**config.mk**
```make
export PLATFORM = sky130hd
export DESIGN_NAME = pipeline_skid_register
export DESIGN_NICKNAME = d
export VERILOG_FILES = /design/src/rtl/pipeline_pkg.sv /design/src/rtl/data_register.sv /design/src/rtl/pipeline_skid_register.sv
export SDC_FILE = /design/constraint.sdc
export NUM_CORES = 1
export LEC_CHECK = 0
export CORE_UTILIZATION = 45
export CTS_CLUSTER_DIAMETER = 60
export CTS_CLUSTER_SIZE = 25
export DETAILED_ROUTE_END_ITERATION = 12
export PLACE_DENSITY_LB_ADDON = 0.08
export SYNTH_ARGS = -nofsm -noshare
export SYNTH_HDL_FRONTEND = slang
export SYNTH_HIERARCHICAL = 1
export SYNTH_SLANG_ARGS = --single-unit
```
**constraint.sdc**
```tcl
create_clock -name clk -period 1.9 [get_ports clk]
set_clock_uncertainty 0.05 [all_clocks]
set_input_delay 0.19 -clock clk [delete_from_list [all_inputs] [get_ports clk]]
set_output_delay 0.19 -clock clk [all_outputs]
set_load 0.1 [all_outputs]
```
**src/rtl/pipeline_pkg.sv**
```systemverilog
// Shared pipeline types: skid buffer state encoding and occupancy helper.
package pipeline_pkg;

  typedef enum logic [1:0] {
    EMPTY = 2'd0,
    BUSY  = 2'd1,
    FULL  = 2'd2
  } skid_state_t;

  localparam int SKID_DEPTH = 2;

  // Occupancy implied by each state; the unused encoding reads as empty.
  function automatic logic [1:0] state_count(input skid_state_t s);
    logic [1:0] c;
    case (s)
      BUSY:    c = 2'd1;
      FULL:    c = 2'd2;
      default: c = 2'd0;
    endcase
    return c;
  endfunction

endpackage

```
**src/rtl/data_register.sv**
```systemverilog
// One word of storage with load enable and synchronous clear.
module data_register #(
  parameter int NBits = 32
) (
  input  logic             clk,
  input  logic             reset,
  input  logic             load,
  input  logic             clear,
  input  logic [NBits-1:0] d,
  output logic [NBits-1:0] q
);

  // Clear wins over load so a squash can never be undone by a same-cycle write.
  always_ff @(posedge clk or negedge reset) begin
    if (!reset)     q <= '0;
    else if (clear) q <= '0;
    else if (load)  q <= d;
  end

endmodule

```
**src/rtl/pipeline_skid_register.sv**
```systemverilog
// Elastic stage register: main entry drives the output, skid entry absorbs the
// word that arrives in the cycle downstream stalls, so In_Ready can be registered.
//
//  state | meaning
//  EMPTY | no word held, Out_Valid low
//  BUSY  | main holds the output word
//  FULL  | main holds output word, skid holds the next one, In_Ready low
module pipeline_skid_register
  import pipeline_pkg::*;
#(
  parameter int NBits = 32
) (
  input  logic             clk,
  input  logic             reset,
  input  logic             Flush,
  input  logic             In_Valid,
  output logic             In_Ready,
  input  logic [NBits-1:0] In_Data,
  output logic             Out_Valid,
  input  logic             Out_Ready,
  output logic [NBits-1:0] Out_Data,
  output logic [1:0]       Count
);

  skid_state_t      state, state_next;
  logic             in_fire, out_fire;
  logic             main_load, skid_load;
  logic [NBits-1:0] main_d, main_q, skid_q;

  // State register.
  always_ff @(posedge clk or negedge reset) begin
    if (!reset) state <= EMPTY;
    else        state <= state_next;
  end

  // Next-state decode; a flush empties the stage regardless of handshakes.
  always_comb begin
    state_next = state;
    if (Flush) begin
      state_next = EMPTY;
    end else begin
      case (state)
        EMPTY: if (in_fire) state_next = BUSY;
        BUSY: begin
          if (in_fire && !out_fire)      state_next = FULL;
          else if (!in_fire && out_fire) state_next = EMPTY;
        end
        FULL:    if (out_fire) state_next = BUSY;
        default: state_next = EMPTY;
      endcase
    end
  end

  // Handshake outputs and register load controls, all decoded from state.
  always_comb begin
    In_Ready  = (state != FULL);
    Out_Valid = (state != EMPTY);
    Count     = state_count(state);
    in_fire   = In_Valid && In_Ready;
    out_fire  = Out_Valid && Out_Ready;
    main_load = 1'b0;
    skid_load = 1'b0;
    main_d    = In_Data;
    case (state)
      EMPTY: main_load = in_fire;
      BUSY: begin
        main_load = in_fire && out_fire;
        skid_load = in_fire && !out_fire;
      end
      FULL: begin
        main_load = out_fire;
        main_d    = skid_q;
      end
      default: ;
    endcase
  end

  data_register #(.NBits(NBits)) u_main (
    .clk   (clk),
    .reset (reset),
    .load  (main_load),
    .clear (Flush),
    .d     (main_d),
    .q     (main_q)
  );

  data_register #(.NBits(NBits)) u_skid (
    .clk   (clk),
    .reset (reset),
    .load  (skid_load),
    .clear (Flush),
    .d     (In_Data),
    .q     (skid_q)
  );

  assign Out_Data = main_q;

endmodule

```
==> results.md <==
- Drt wl/cell: 13.7 µm
- Remaining DRCs: 0
- Max_cap viols: 0
- Synthesized area: around 0.0032 mm²
- Total wire length: 6.90 mm
- Number of global-route vias before repair: 2398
- Pwr Total: 3500 µW
- Postcts setup bufs: 0
- Cell-internal power: 2250 µW
- Post-synth cell types: 17
- CTS sink count: 66
- HPWL after DPL: 4.45 mm
- Net switching power: 1250 µW
- Gr ovfl total: 0
- Leak: about 0.0021 µW
- DP Worst Slack: ~0.030 ns
- Reg power frac: 0.435
- Reg clk slew, reported paths: ~0.070 ns
- Min Tclk post-route: 1.75 ns
- CP required: 1.66 ns
- Setup Viol. Count Final: 0
- Synth Area in Adders: 0
- Largest net degree at the start of global routing: 35
- Setup TNS: 0 ns
- Fmax: 0.571 GHz
- Worst-margin pin slew: 0.569 ns
- Global-route wire length before repair: 11.5 mm
- Via/cell ratio: 4.85
- Mux contribution to synthesized area: 0.197
- Sw frac: 0.356
- Yosys top cell by area: dfrtp_1
- Power Density: 839 mW/mm²
- Fin nets: 441
- Register area share after synthesis: 0.509
- Initial DRC count: 107
- Share of layout cells above drive strength 1: 0.198
- Die area: around 0.0076 mm²
- Die width: 86.9 µm
- Drt pass-1 iters: 4
- Core area: 0.00687 mm²
- Hold Path Class: input pin to flip-flop
- Synthesized net count: 364
- Root Buffer: clkbuf_8
- Clk pwr share: 0.283
- Largest family of logic cells by synthesized area: simple AND/OR/NAND/NOR gates
- Die height: 86.9 µm
- Area Overhead vs Synth: 28.3%
- RSZ-0062 raised after global routing: no
- Post-Synth XOR/XNOR Area: 0
- Synth Warn #: 6
- Final period util: 0.922
- Effective utilization at floorplan: 0.472
- # H-tree levels: 3
- Rows: 30
- I/O pin cnt: 73
- Yosys reg bits: 66
- Gpl congestion: 0.717
- Final Max Slew Viols: 0
- Clk_lat worst skew: 0.33 ns
- Syn Area/Cell: 9.93 µm²
- Status: finished, final reports clean
- Worst VDD drop: 0.000510 V
- Kind of critical path: flip-flop to primary output
- Post-Synth Simple-Gate Area: 0.207
- IO Port Bufs: 72
- Crit-path max FO: 34
- Arrival @ worst endpoint: about 1.5 ns
- Relative slew slack: 0.621
- Number of CTS-inserted buffers: 9
- Total GRT Usage: 0.203
- Gate power share: 0.282
- Initial antenna violation count: 0
- Post-Syn Instances: roughly 330
- Final worst slack: 0.148 ns
- Startpoint Class: flip-flop
- Compound-Gate Fraction of Synth Area: 0.0123
- Buffer depth of the longest clock path: 2
- Synth area leaders: dfrtp_1, mux2i_1, nand2_1
- Post-cts sizing count: 0
- Synth top area share: 0.509
- Final Hold Vio Count: 0
- CTS tree: done
- Element type at the critical path end: primary output
- Antenna viol nets, final: 0
- Via count: roughly 2500
- Antenna cells: 0
-- worst max-delay path, stage by stage (launching register included) --
cell and delay (ns):
dfrtp_1 0.48, nor2b_4 0.08, inv_4 0.37, buf_12 0.24
-- path summary, 6_finish.rpt --
| path | startpoint | slack [ns] | end | depth (start not counted) |
|---|---|---|---|---|
| worst max-delay path | state[0] | 0.15 | In_Ready | 3 |
| worst min-delay path | Flush | 0.29 | u_main/q[31] | 2 |
| worst max register to register | state[0] | 0.26 | u_skid/q[21] | 6 |
| worst min register to register | u_skid/q[25] | 0.47 | u_skid/q[25] | 2 |
| max in group asynchronous | reset | 0.90 | u_skid/q[8] | 3 |
| min in group asynchronous | reset | 0.32 | u_main/q[23] | 2 |
-- what timing repair did --
item / CTS / global route
setup endpoints to repair: 0 / 0
hold buffers: 1 / 0
endpoints found under the hold margin: 17 / 0
-- synthesized netlist by cell type --
cell / instances
a211oi_2: 1
buf_4: 3
buf_6: 6
dfrtp_1: 66
and2b_1: 2
clkbuf_1: 6
nor2b_4: 1
inv_4: 1
nand2_2: 9
buf_12: 6
mux2i_1: 64
inv_1: 1
nor2_1: 67
o21ai_0: 2
a22oi_1: 1
a21oi_1: 2
nand2_1: 89
-- placed cells by master (no fill, tap or decap), types with 2 or more instances in the layout --
cell             count
dfrtp_1             66
buf_4               41
clkbuf_1             2
mux2i_1             64
a21oi_1              2
buf_12               9
clkinv_2             3
nand2_1             89
nor2_1              66
clkbuf_8             9
buf_2                2
clkdlybuf4s50_1     34
nand2_2              9
-- cells by family after synthesis --
group                  count (synthesis)
buffers and inverters                 23
AOI/OAI and AO/OA                      6
and+or+nand+nor                      168
muxes                                 64
DFF                                   66
-- through the flow --
step / hold WS (ns) / utilization / std cells / area (µm²)
2_1_floorplan: -0.156 / - / 327 / 3250
3_3_place_gp: 0.149 / 0.581 / 488 / 3990
3_5_place_dp: 0.152 / 0.581 / 488 / 3990
4_1_cts: 0.283 / 0.606 / 505 / 4170
5_1_grt: 0.304 / 0.606 / 505 / 4170
6_report: 0.295 / 0.606 / 505 / 4170
-- final cells by class --
| cell class | instances | area, µm² |
|---|---|---|
| Fill cell | 591 | 2700 |
| Tap cell | 96 | 120 |
| Inverter | 2 | 10.0 |
| Timing Repair Buffer | 87 | 848 |
| Multi-Input combinational cell | 238 | 1370 |
| Clock inverter | 5 | 31.3 |
| Sequential cell | 66 | 1650 |
| Clock buffer | 11 | 131 |
-- per-layer routing --
| metal | GRT usage | up-vias | part of all wire |
|---|---|---|---|
| met1 | 0.281 | 1183 | 0.50 |
| li1 | - | 1202 | - |
| met4 | 0.0864 | 0 | 0.015 |
| met5 | 0 | - | 0 |
| met3 | 0.0455 | 10 | 0.041 |
| met2 | 0.310 | 56 | 0.44 |
-- power by group through the flow --
| stage | Combinational [µW] | Clock, µW | Sequential [µW] |
|---|---|---|---|
| finish | 985 | 989 | 1520 |
| global route | 1040 | 1090 | 1530 |
| CTS | 993 | 1020 | 1520 |
| detailed placement | 989 | 0 | 1550 |
| global placement | 983 | 0 | 1550 |
| floorplan | 324 | 0 | 1930 |
-- sequential cells by signal, summed over array words and instances (netlist names) --
register  count
u_skid/q     32
state         2
u_main/q     32
Power figures use the tool's default switching activity.
